===== src/rtl/fibgen_pkg.sv =====
// Shared types for the fibgen sweep controller: BCD digit type and sequencer states.
package fibgen_pkg;

  typedef logic [3:0] bcd_t;

  localparam bcd_t BCD_MAX = 4'd9;

  typedef enum logic [2:0] {
    S_IDLE,
    S_CHECK,
    S_WAIT_RDY,
    S_START,
    S_WAIT_DONE,
    S_REPORT,
    S_NEXT,
    S_FINISH
  } sweep_state_t;

endpackage


===== src/rtl/bcd2_inc.sv =====
// Combinational 2-digit BCD incrementer; carry flags a wrap from 99 to 00.
module bcd2_inc
  import fibgen_pkg::*;
(
  input  logic [3:0] tens,
  input  logic [3:0] ones,
  output logic [3:0] next_tens,
  output logic [3:0] next_ones,
  output logic       carry
);

  always_comb begin
    next_tens = tens;
    next_ones = ones + 4'd1;
    carry     = 1'b0;
    if (ones >= BCD_MAX) begin
      next_ones = '0;
      if (tens >= BCD_MAX) begin
        next_tens = '0;
        carry     = 1'b1;
      end else begin
        next_tens = tens + 4'd1;
      end
    end
  end

endmodule


===== src/rtl/fibgen_sweep_ctrl.sv =====
// Sweeps the fibgen BCD amount from LO to HI, running one start/done handshake per
// amount, reporting each result and remembering the first overflowing amount.
module fibgen_sweep_ctrl
  import fibgen_pkg::*;
#(
  parameter int unsigned TIMEOUT_CYCLES = 1024,
  parameter int unsigned STOP_ON_OVF    = 1
) (
  input  logic       i_clk,
  input  logic       i_rst_n,
  input  logic       i_sweep_start,
  input  logic       i_stop,
  input  logic [3:0] i_lo_bcd1,
  input  logic [3:0] i_lo_bcd0,
  input  logic [3:0] i_hi_bcd1,
  input  logic [3:0] i_hi_bcd0,
  output logic       o_fib_start,
  output logic [3:0] o_fib_amt_bcd1,
  output logic [3:0] o_fib_amt_bcd0,
  input  logic       i_fib_ready,
  input  logic       i_fib_done,
  input  logic       i_fib_overflow,
  input  logic [3:0] i_fib_bcd3,
  input  logic [3:0] i_fib_bcd2,
  input  logic [3:0] i_fib_bcd1,
  input  logic [3:0] i_fib_bcd0,
  output logic       o_busy,
  output logic       o_result_valid,
  output logic [3:0] o_result_amt_bcd1,
  output logic [3:0] o_result_amt_bcd0,
  output logic [3:0] o_result_bcd3,
  output logic [3:0] o_result_bcd2,
  output logic [3:0] o_result_bcd1,
  output logic [3:0] o_result_bcd0,
  output logic       o_result_ovf,
  output logic       o_first_ovf_valid,
  output logic [3:0] o_first_ovf_bcd1,
  output logic [3:0] o_first_ovf_bcd0,
  output logic       o_sweep_done,
  output logic       o_err
);

  localparam int unsigned CNT_W = $clog2(TIMEOUT_CYCLES + 1);

  sweep_state_t     state, state_nxt;
  bcd_t             lo1, lo0, hi1, hi0;
  bcd_t             amt1, amt0, amt1_inc, amt0_inc;
  logic             amt_carry;
  logic [CNT_W-1:0] cnt;
  logic             cfg_bad, timeout, sweep_last;

  bcd2_inc u_inc (
    .tens      (amt1),
    .ones      (amt0),
    .next_tens (amt1_inc),
    .next_ones (amt0_inc),
    .carry     (amt_carry)
  );

  assign cfg_bad = (lo1 > BCD_MAX) || (lo0 > BCD_MAX) || (hi1 > BCD_MAX) || (hi0 > BCD_MAX)
                || ({hi1, hi0} < {lo1, lo0});
  assign timeout = (cnt == CNT_W'(TIMEOUT_CYCLES - 1));
  // amt_carry only fires at 99, which always equals HI; it just guards against wrapping.
  assign sweep_last = ({amt1, amt0} == {hi1, hi0}) || i_stop || amt_carry
                   || ((STOP_ON_OVF != 0) && o_result_ovf);

  always_ff @(posedge i_clk or negedge i_rst_n) begin
    if (!i_rst_n) state <= S_IDLE;
    else          state <= state_nxt;
  end

  always_comb begin
    state_nxt = state;
    case (state)
      S_IDLE:      if (i_sweep_start) state_nxt = S_CHECK;
      S_CHECK:     state_nxt = cfg_bad ? S_FINISH : S_WAIT_RDY;
      S_WAIT_RDY: begin
        if (i_stop)           state_nxt = S_FINISH;
        else if (i_fib_ready) state_nxt = S_START;
      end
      S_START:     state_nxt = S_WAIT_DONE;
      S_WAIT_DONE: begin
        if (i_fib_done)   state_nxt = S_REPORT;
        else if (timeout) state_nxt = S_FINISH;
      end
      S_REPORT:    state_nxt = sweep_last ? S_FINISH : S_NEXT;
      S_NEXT:      state_nxt = S_WAIT_RDY;
      S_FINISH:    state_nxt = S_IDLE;
      default:     state_nxt = S_IDLE;
    endcase
  end

  always_ff @(posedge i_clk or negedge i_rst_n) begin
    if (!i_rst_n) begin
      {lo1, lo0, hi1, hi0, amt1, amt0} <= '0;
      cnt               <= '0;
      o_result_amt_bcd1 <= '0;
      o_result_amt_bcd0 <= '0;
      {o_result_bcd3, o_result_bcd2, o_result_bcd1, o_result_bcd0} <= '0;
      o_result_ovf      <= 1'b0;
      o_first_ovf_valid <= 1'b0;
      o_first_ovf_bcd1  <= '0;
      o_first_ovf_bcd0  <= '0;
      o_err             <= 1'b0;
    end else begin
      case (state)
        S_IDLE: if (i_sweep_start) begin
          {lo1, lo0, hi1, hi0} <= {i_lo_bcd1, i_lo_bcd0, i_hi_bcd1, i_hi_bcd0};
          o_err             <= 1'b0;
          o_first_ovf_valid <= 1'b0;
          o_first_ovf_bcd1  <= '0;
          o_first_ovf_bcd0  <= '0;
        end
        S_CHECK: begin
          if (cfg_bad) o_err <= 1'b1;
          else         {amt1, amt0} <= {lo1, lo0};
        end
        S_START: cnt <= '0;
        S_WAIT_DONE: begin
          cnt <= cnt + CNT_W'(1);
          if (i_fib_done) begin
            o_result_amt_bcd1 <= amt1;
            o_result_amt_bcd0 <= amt0;
            {o_result_bcd3, o_result_bcd2, o_result_bcd1, o_result_bcd0}
              <= {i_fib_bcd3, i_fib_bcd2, i_fib_bcd1, i_fib_bcd0};
            o_result_ovf <= i_fib_overflow;
          end else if (timeout) begin
            o_err <= 1'b1;
          end
        end
        S_REPORT: if (o_result_ovf && !o_first_ovf_valid) begin
          o_first_ovf_valid <= 1'b1;
          o_first_ovf_bcd1  <= o_result_amt_bcd1;
          o_first_ovf_bcd0  <= o_result_amt_bcd0;
        end
        S_NEXT: {amt1, amt0} <= {amt1_inc, amt0_inc};
        default: ;
      endcase
    end
  end

  assign o_fib_start    = (state == S_START);
  assign o_fib_amt_bcd1 = amt1;
  assign o_fib_amt_bcd0 = amt0;
  assign o_busy         = (state != S_IDLE);
  assign o_result_valid = (state == S_REPORT);
  assign o_sweep_done   = (state == S_FINISH);

endmodule


===== config.mk =====
export PLATFORM = sky130hd
export DESIGN_NAME = fibgen_sweep_ctrl
export DESIGN_NICKNAME = d
export VERILOG_FILES = /design/src/rtl/fibgen_pkg.sv /design/src/rtl/bcd2_inc.sv /design/src/rtl/fibgen_sweep_ctrl.sv
export SDC_FILE = /design/constraint.sdc
export NUM_CORES = 1
export LEC_CHECK = 0
export BUFFER_PORTS_ARGS = -buffer_cell sky130_fd_sc_hd__buf_4
export CORE_ASPECT_RATIO = 1.75
export CORE_UTILIZATION = 53
export CTS_CLUSTER_SIZE = 40
export DETAILED_ROUTE_END_ITERATION = 12
export PLACE_DENSITY = 0.79
export SLEW_MARGIN = 20
export SYNTH_ARGS = -nofsm -noshare
export SYNTH_HDL_FRONTEND = slang
export SYNTH_HIERARCHICAL = 1
export SYNTH_SLANG_ARGS = --single-unit

===== constraint.sdc =====
create_clock -name i_clk -period 2.35 [get_ports i_clk]
set_input_delay 0 -clock i_clk [delete_from_list [all_inputs] [get_ports i_clk]]
set_output_delay 0 -clock i_clk [all_outputs]
set_load 0.01 [all_outputs]

==> results of run 1 <==
[timing repair]
action,4_1_cts,5_1_grt
endpoints found under the hold margin,107,0
resized for setup,0,1
hold buffers,36,0
setup endpoints to repair,0,4
[layout by cell type, fill, tap and decap left out, drive strengths merged, types with 2 or more instances in the layout]
cell	netlist	final
buf	7	91
dfrtp	73	73
mux2	39	39
dlygate4sd3	0	36
o21ai	33	33
nand2	30	30
nor2	24	24
inv	16	17
ha	14	14
clkbuf	3	11
a22o	10	10
xor2	8	8
nand4	7	7
and3	6	6
and2	6	6
o31ai	4	4
a221o	4	4
a21oi	4	4
o21a	3	3
o211ai	3	3
nor4	3	3
nand3	2	2
a31oi	2	2
clkinvlp	0	2
nor3b	2	2
nand2b	2	2
nor3	2	2
[worst max-delay path, stage by stage, from the launching register on]
cell	delay [ns]
dfrtp_1	0.37
inv_1	0.11
ha_1	0.26
a21oi_1	0.20
a2bb2oi_2	0.25
o311ai_4	0.18
a21oi_4	0.29
mux2_2	0.37
[final timing paths]
kind                                                  from                               to  slack (ns)
setup / recovery                        lo1[1]$_DFFE_PN0P_    o_fib_amt_bcd1[1]$_DFFE_PN0P_        0.22
hold / removal                                  i_fib_done             state[1]$_DFFE_PN0P_        0.03
setup reg to reg                        lo1[1]$_DFFE_PN0P_    o_fib_amt_bcd1[1]$_DFFE_PN0P_        0.22
hold reg to reg            o_first_ovf_bcd0[3]$_DFFE_PN0P_  o_first_ovf_bcd0[3]$_DFFE_PN0P_        0.50
max in group asynchronous                          i_rst_n     o_result_bcd3[1]$_DFFE_PN0P_        1.42
min in group asynchronous                          i_rst_n               hi0[0]$_DFFE_PN0P_        0.34
[routing by layer]
layer / vias up / routed length [microns] / share of wire [%] / track usage (%)
met5: - / 0 / 0 / 0
met4: 0 / 357 / 4.1 / 12.6
li1: 1414 / - / - / -
met1: 1472 / 3260 / 37 / 30.1
met3: 24 / 430 / 4.9 / 5.76
met2: 119 / 4650 / 53 / 48.0
[power by group through the flow]
stage | combinational (uW) | sequential [uW] | clock (uW)
CTS | 3000 | 2350 | 1440
floorplan | 1800 | 2340 | 0
global placement | 2860 | 2330 | 0
finish | 3040 | 2360 | 1410
detailed placement | 2930 | 2370 | 0
global route | 3330 | 2450 | 1500
[metrics by stage]
stage / util (%) / hold slack, ns / cells / total power, uW / cell area (sq um)
after global placement: 66.6 / 0.184 / 485 / 5190 / 4350
after global routing: 77.0 / 0.0395 / 537 / 7270 / 5030
after detailed placement: 66.6 / 0.185 / 485 / 5290 / 4350
after CTS: 76.9 / 0.00974 / 537 / 6780 / 5030
after floorplan: - / -0.296 / 322 / 4150 / 3610
final: 77.0 / 0.0348 / 537 / 6800 / 5030
[cell type report]
type | instances | area, sq um | share of cell area [%]
Tap cell | 82 | 103 | 2.04
Timing Repair Buffer | 127 | 1040 | 20.7
Clock inverter | 5 | 62.6 | 1.24
Clock buffer | 11 | 253 | 5.02
Inverter | 16 | 60.1 | 1.19
Multi-Input combinational cell | 223 | 1690 | 33.5
Sequential cell | 73 | 1830 | 36.3
[kinds of logic (layout without fill, tap and decap cells)]
group / count (synthesis) / in the layout / synth area share [%]
simple gates: 88 / 88 / 12.4
compound gates: 73 / 73 / 14.8
flops: 73 / 73 / 50.6
mux: 39 / 39 / 12.3
buf+inv: 26 / 159 / 2.94
fa+ha+maj: 14 / 14 / 4.85
xor+xnor: 9 / 9 / 2.18
==> impl_metrics.yaml, run 1 <==
power_and_ir_drop:
  switching_share_pct: 37.5
  cellLeakagePower_uw: 0.00238
  share_comb_of_total_power_pct: 44.7
  internal_power_uw: 4250
  worst_voltage_drop_across_the_vdd_grid_mv: 0.913
  seq_power_share_pct: 34.6
  power_frac_clock_pct: 20.7
  p_per_area_nw_per_um2: 1350
  switching_power_uw: 2550
run_status:
  status: "completed"
cts:
  ctsHtreeMaxLevel: 3
  cts_setup_buffers: 0
  cts_sinks: 73
  numCtsBuffers: 9
  cts_tree: "yes"
  clkLatencyLatePin_ns: 0.33
  ctsLongestPathBuffers: 2
  path_clk_slew_ns: 0.06
  clk_root_buffer_cell: "clkbuf_16"
synthesis:
  syn_area_per_cell_sq_um: 11.2
  synthTopCellsByArea: "dfrtp_1, mux2_2, ha_1"
  synth_largest_area_cell: "dfrtp_1"
  synth-async-reset-ratio_pct: 100
  synth_flop_cell: "dfrtp_1"
  ys_warn_count: 6
  post_synth_num_cell_types: 47
  post_synth_edffs: 0
  ys_seq_area_share_pct: 50.6
  share_of_the_synthesized_area_in_the_top_cell_type_pct: 50.6
  flops_latches_synth: 73
  synthesis.instances: 322
  synth.cell_area_sq_um: 3610
  post-synth-top-count-cell: "dfrtp_1"
  netlist_top_cells_count: "dfrtp_1, mux2_2, o21ai_0, nand2_1, nor2_1"
  synth.net_count: 375
finish:
  antennaDiodeCount: 0
  layout-area-overhead-vs-synth_pct: 39.3
  max_flop_register: "cnt"
  number_of_flip_flops_in_the_largest_register: 11
  drive_gt1_share_pct: 34.1
  fill_cells: 434
  final_nets: 503
sta:
  fin_crit_sh_pct: 90.8
  final_period_minus_worst_setup_slack_ns: 2.13
  tightest_slew_ns: 0.909
  fin_ws_ns: 0.216
  report.final.slew_viol_count: 0
  max_freq_ghz: 0.469
  finalSetupTns_ns: 0
  finalSetupViolCount: 0
  timing.final.hold_violations: 0
  unrepaired_setup_endpoints_after_global_routing: "false"
  timing.slew.headroom_pct: 39.4
  clock_skew_ns: 0.00567
global_route:
  grt_pass1_wl_microns: 14800
  grt_use_total_pct: 27.1
  antenna_found_initial: 0
  first_global_vias: 3115
  grt_max_degree: 74
  grt-ovfl-total: 0
floorplanning:
  fp.dieW_microns: 64.4
  io_pins: 86
  floorplan.die_area_sq_um: 7160
  dieHeight_microns: 111
  placementRows: 39
  core_region_area_sq_um: 6540
  initial_core_util_pct: 55.2
drt:
  wirelength_microns: 8700
  avgViaCountPerCell: 5.64
  dr_total_vias: 3029
  drcViolationCount: 0
  avgRoutedWirePerCell_microns: 16.2
  first_iter_violations: 185
  drt_first_pass_iters: 4
  detail-route-antenna-nets: 0
min_path:
  kind_of_path_behind_the_tightest_hold_check: "in2reg"
  hold_path_depth: 4
worst_setup_path:
  setup.worst_path.end_class: "register"
  critical_path_peak_fanout: 8
  start_kind: "register"
  worst-endpoint-required_ns: 2.57
  critical_path_arrival_ns: 2.35
  criticalPathCategory: "reg2reg"
  timing.reg2reg.worst_path_depth: 7
placed_design:
  setup_ws_pre_cts_ns: 0.127
  detailed_place_hpwl_microns: 5830
  gp_weighted_congestion: 0.911
  numPortBuffers: 85
flow_run:
  cap_violations: 0
No activity file was read; power rests on OpenSTA's default activity.
==> run 2, diff against run 1 <==
PLACE_DENSITY = 0.78   (was 0.79)
==> impl_metrics.yaml, run 2 (same netlist as run 1, synthesis figures left out) <==
worst_setup_path:
  rrSetupSlack_ns: 0.12
  cpMaxStageDelayCell: "dfrtp_1"
  worst_setup_path_startpoint: "hi1[1]$_DFFE_PN0P_"
  start_kind: "register"
  criticalPathCategory: "reg2reg"
  worst-endpoint-required_ns: 2.57
  critical_path.cell_chain: "ha_1, a21oi_1, a2bb2oi_1, o311ai_4, a21oi_4, mux2_2"
  worstPathBufferInverterCount: 0
  worst_path_largest_cell_delay_ns: 0.41
  critical_path_peak_fanout: 8
  setup.worst_path.end_class: "register"
  critical_path_arrival_ns: 2.45
  crit_family: "compound AO/OA/AOI/OAI gates"
  reg2reg_from: "hi1[1]$_DFFE_PN0P_"
global_route:
  grt-ovfl-total: 0
  grt_pass1_wl_microns: 15200
  grt_use_total_pct: 28.3
  first_global_vias: 3168
  grt_max_degree: 74
  antenna_found_initial: 0
floorplanning:
  floorplan.die_area_sq_um: 7160
  initial_core_util_pct: 55.2
  io_pins: 86
  placementRows: 39
  dieHeight_microns: 111
  fp.dieW_microns: 64.4
  core_region_area_sq_um: 6540
placed_design:
  gp_weighted_congestion: 0.862
  detailed_place_hpwl_microns: 5970
  numPortBuffers: 85
  dp_cells: 486
  placed_cell_area_sq_um: 4360
finish:
  number_of_flip_flops_in_the_largest_register: 11
  layout-area-overhead-vs-synth_pct: 39.1
  max_flop_register: "cnt"
  antennaDiodeCount: 0
  final_nets: 504
  final_instance_count_without_filler_cells: 538
  fill_cells: 437
  stdcell_area_sq_um: 5030
  drive_gt1_share_pct: 34.0
  final_core_util_pct: 76.9
  mostFrequentLayoutCells: "buf_4, dfrtp_1, mux2_2"
  mostFrequentLayoutCell: "buf_4"
drt:
  first_iter_violations: 210
  routed_wire_length_on_met3_microns: 410
  wl_met2_microns: 5270
  drcViolationCount: 0
  dr_total_vias: 3011
  m1WireLength_microns: 3330
  wirelength_microns: 9250
  drt_first_pass_iters: 6
  maxUsedRoutingLayer: "met4"
  avgRoutedWirePerCell_microns: 17.2
  avgViaCountPerCell: 5.60
  detail-route-antenna-nets: 0
sta:
  max_freq_ghz: 0.449
  timing.slew.headroom_pct: 39.1
  timing.final.hold_violations: 0
  clock_skew_ns: 0.00833
  finalSetupTns_ns: 0
  unrepaired_setup_endpoints_after_global_routing: "false"
  fin_crit_sh_pct: 94.8
  finalSetupViolCount: 0
  report.final.slew_viol_count: 0
  final_period_minus_worst_setup_slack_ns: 2.23
  tightest_slew_ns: 0.914
power_and_ir_drop:
  internal_power_uw: 4220
  power_frac_clock_pct: 20.4
  switching_share_pct: 38.1
  p_per_area_nw_per_um2: 1360
  seq_power_share_pct: 34.5
  switching_power_uw: 2590
  cellLeakagePower_uw: 0.00238
  share_comb_of_total_power_pct: 45.1
  worst_voltage_drop_across_the_vdd_grid_mv: 0.811
run_status:
  status: "completed"
cts:
  cts_tree: "yes"
  clk_root_buffer_cell: "clkbuf_16"
  clkLatencyLatePin_ns: 0.34
  ctsLongestPathBuffers: 2
  ctsHtreeMaxLevel: 3
  numCtsBuffers: 9
  cts_sinks: 73
  path_clk_slew_ns: 0.06
  cts_setup_buffers: 0
min_path:
  holdCritStartpoint: "i_fib_done"
  kind_of_path_behind_the_tightest_hold_check: "in2reg"
flow_run:
  cap_violations: 0
## run 2: cell types whose count changed in the layout (fill, tap and decap cells not counted), sizes merged
cell / before / now
clkinv: 1 / 3
buf: 91 / 92
clkbuf: 11 / 10
inv: 17 / 16
## run 2: final timing paths
path                                                 endpoint  cells after the start
worst max register to register  o_fib_amt_bcd1[1]$_DFFE_PN0P_                      6
worst min-delay path                     state[1]$_DFFE_PN0P_                      4
min in group asynchronous                  cnt[0]$_DFFE_PN0P_                      2
max in group asynchronous                  hi1[1]$_DFFE_PN0P_                      2
worst max-delay path            o_fib_amt_bcd1[1]$_DFFE_PN0P_                      6
worst min register to register             cnt[9]$_DFFE_PN0P_                      1
## run 2: routing by layer
layer | track usage (%) | up-vias
met4 | 12.1 | 0
met2 | 52.1 | 109
met3 | 7.00 | 22
met1 | 29.2 | 1461
met5 | 0 | -
li1 | - | 1419
## run 2: timing repair
item	CTS	global route
hold buffers	36	0
resized for setup	0	0
setup endpoints to repair	0	0
endpoints found under the hold margin	107	0
## run 2: layout make-up
| class | instances | area (sq um) | share of cell area (%) |
|---|---|---|---|
| clock buffers | 10 | 239 | 4.75 |
| repair buffers | 128 | 1050 | 20.9 |
| well taps | 82 | 103 | 2.04 |
| inverters | 16 | 60.1 | 1.19 |
| clock inverters | 6 | 67.6 | 1.34 |
| multi-input cells | 223 | 1680 | 33.4 |
| flip-flops and latches | 73 | 1830 | 36.3 |
## run 2: power by group through the flow
stage | sequential, uW | combinational, uW | clock, uW
2_1_floorplan | 2340 | 1800 | 0
3_5_place_dp | 2350 | 2980 | 0
4_1_cts | 2330 | 3050 | 1390
6_report | 2350 | 3070 | 1390
5_1_grt | 2430 | 3350 | 1450
3_3_place_gp | 2320 | 2890 | 0
## run 2: per-stage QoR
stage	setup WS (ns)	hold slack, ns	total power [uW]
after floorplan	0.402	-0.296	4150
after global placement	0.188	0.181	5210
after detailed placement	0.133	0.185	5330
after CTS	0.114	0.0438	6780
after global routing	0.0152	0.0738	7230
final	0.121	0.0483	6810
## run 2: worst reg2reg max path, cell delays in order, from the launching register on
cell,delay (ns)
dfrtp_1,0.41
ha_1,0.32
a21oi_1,0.15
a2bb2oi_1,0.33
o311ai_4,0.22
a21oi_4,0.31
mux2_2,0.37
==> run 3, diff against run 2 <==
clock period = 2.4 ns   (was 2.35 ns; I/O delays follow)
==> impl_metrics.yaml, run 3 (same netlist as run 1, synthesis figures left out) <==
floorplanning:
  floorplan.die_area_sq_um: 7160
  initial_core_util_pct: 55.2
  io_pins: 86
  fp.dieW_microns: 64.4
  core_region_area_sq_um: 6540
  placementRows: 39
  dieHeight_microns: 111
worst_setup_path:
  criticalPathCategory: "reg2reg"
  cpMaxStageDelayCell: "dfrtp_1"
  critical_path_arrival_ns: 2.40
  worst-endpoint-required_ns: 2.62
  setup.worst_path.end_class: "register"
  worst_setup_path_startpoint: "hi1[1]$_DFFE_PN0P_"
  reg2reg_from: "hi1[1]$_DFFE_PN0P_"
  critical_path.cell_chain: "ha_1, a21oi_1, a2bb2oi_1, o311ai_4, a21oi_4, mux2_2"
  worst_path_largest_cell_delay_ns: 0.41
  crit_family: "compound AO/OA/AOI/OAI gates"
  worstPathBufferInverterCount: 0
  start_kind: "register"
  critical_path_peak_fanout: 8
drt:
  drcViolationCount: 0
  wirelength_microns: 8890
  detail-route-antenna-nets: 0
  avgViaCountPerCell: 5.59
  dr_total_vias: 2995
  first_iter_violations: 134
  avgRoutedWirePerCell_microns: 16.6
  drt_first_pass_iters: 4
global_route:
  antenna_found_initial: 0
  grt_max_degree: 74
  grt_use_total_pct: 27.1
  grt_pass1_wl_microns: 14600
  first_global_vias: 3135
  grt-ovfl-total: 0
sta:
  finalSetupTns_ns: 0
  timing.slew.headroom_pct: 39.9
  finalSetupViolCount: 0
  timing.final.hold_violations: 0
  final_period_minus_worst_setup_slack_ns: 2.18
  whs_ns: 0.0334
  tightest_slew_ns: 0.901
  max_freq_ghz: 0.459
  unrepaired_setup_endpoints_after_global_routing: "false"
  clock_skew_ns: 0.0124
  fin_ws_ns: 0.222
  report.final.slew_viol_count: 0
  fin_crit_sh_pct: 90.8
placed_design:
  numPortBuffers: 85
  setup_ws_pre_cts_ns: 0.223
  placed_cell_area_sq_um: 4340
  gp_weighted_congestion: 0.863
  detailed_place_hpwl_microns: 5910
cts:
  ctsHtreeMaxLevel: 3
  cts_sinks: 73
  ctsLongestPathBuffers: 2
  numCtsBuffers: 9
  cts_tree: "yes"
  cts_hold_repair.buffers: 36
  path_clk_slew_ns: 0.06
  clk_root_buffer_cell: "clkbuf_16"
  postCtsResizedCells: 0
  clkLatencyLatePin_ns: 0.34
  cts_setup_buffers: 0
power_and_ir_drop:
  cellLeakagePower_uw: 0.00240
  worst_voltage_drop_across_the_vdd_grid_mv: 0.730
  p_per_area_nw_per_um2: 1360
finish:
  layout-area-overhead-vs-synth_pct: 40.3
  number_of_flip_flops_in_the_largest_register: 11
  mostFrequentLayoutCells: "buf_4, dfrtp_1, mux2_2"
  max_flop_register: "cnt"
  final_core_util_pct: 77.5
  fill_cells: 439
  stdcell_area_sq_um: 5070
  antennaDiodeCount: 0
  drive_gt1_share_pct: 33.7
  mostFrequentLayoutCell: "buf_4"
  final_nets: 502
run_status:
  status: "completed"
min_path:
  kind_of_path_behind_the_tightest_hold_check: "in2reg"
  holdCritStartpoint: "i_fib_done"
flow_run:
  cap_violations: 0
run 3: cell count changes in the layout (fill, tap and decap cells not counted):
cell / before / now
clkinv_4: 2 / 0
buf_4: 92 / 90
clkinvlp_4: 2 / 1
clkinv_2: 1 / 0
bufinv_16: 1 / 3
clkbuf_8: 1 / 3
run 3: area by class of cell:
type,instances,area (sq um),share of cell area [%]
Clock buffer,12,267,5.26
Clock inverter,4,97.6,1.93
Inverter,16,60.1,1.18
Multi-Input combinational cell,223,1680,33.1
Sequential cell,73,1830,36.0
Tap cell,82,103,2.02
Timing Repair Buffer,126,1040,20.4
run 3: worst paths after layout:
path | endpoint | slack [ns] | depth (start not counted)
setup / recovery | o_fib_amt_bcd1[1]$_DFFE_PN0P_ | 0.22 | 6
hold / removal | state[1]$_DFFE_PN0P_ | 0.03 | 4
setup reg to reg | o_fib_amt_bcd1[1]$_DFFE_PN0P_ | 0.22 | 6
hold reg to reg | o_first_ovf_bcd0[0]$_DFFE_PN0P_ | 0.50 | 1
max in group asynchronous | cnt[3]$_DFFE_PN0P_ | 1.48 | 2
min in group asynchronous | cnt[0]$_DFFE_PN0P_ | 0.32 | 2
run 3: worst min-delay path: stages:
cell and delay [ns]:
buf_4 0.10, o21ai_0 0.08, nand2_1 0.06, o21ai_0 0.07
run 3: where the power goes:
part | internal [uW] | switching (uW) | total (uW)
combinational | 1530 | 1420 | 2950
clock | 1100 | 508 | 1610
sequential | 1750 | 562 | 2310
run 3: routing by layer:
layer / vias to the layer above / wire length (microns) / track usage (%)
li1: 1421 / - / -
met1: 1438 / 3250 / 28.5
met2: 111 / 4940 / 49.3
met3: 25 / 383 / 4.63
met4: 0 / 306 / 15.0
met5: - / 0 / 0
run 3: stage by stage:
step	instances	total power [uW]
CTS	536	6870
finish	536	6870
global placement	484	5080
floorplan	322	4060
global route	536	7290
detailed placement	484	5190
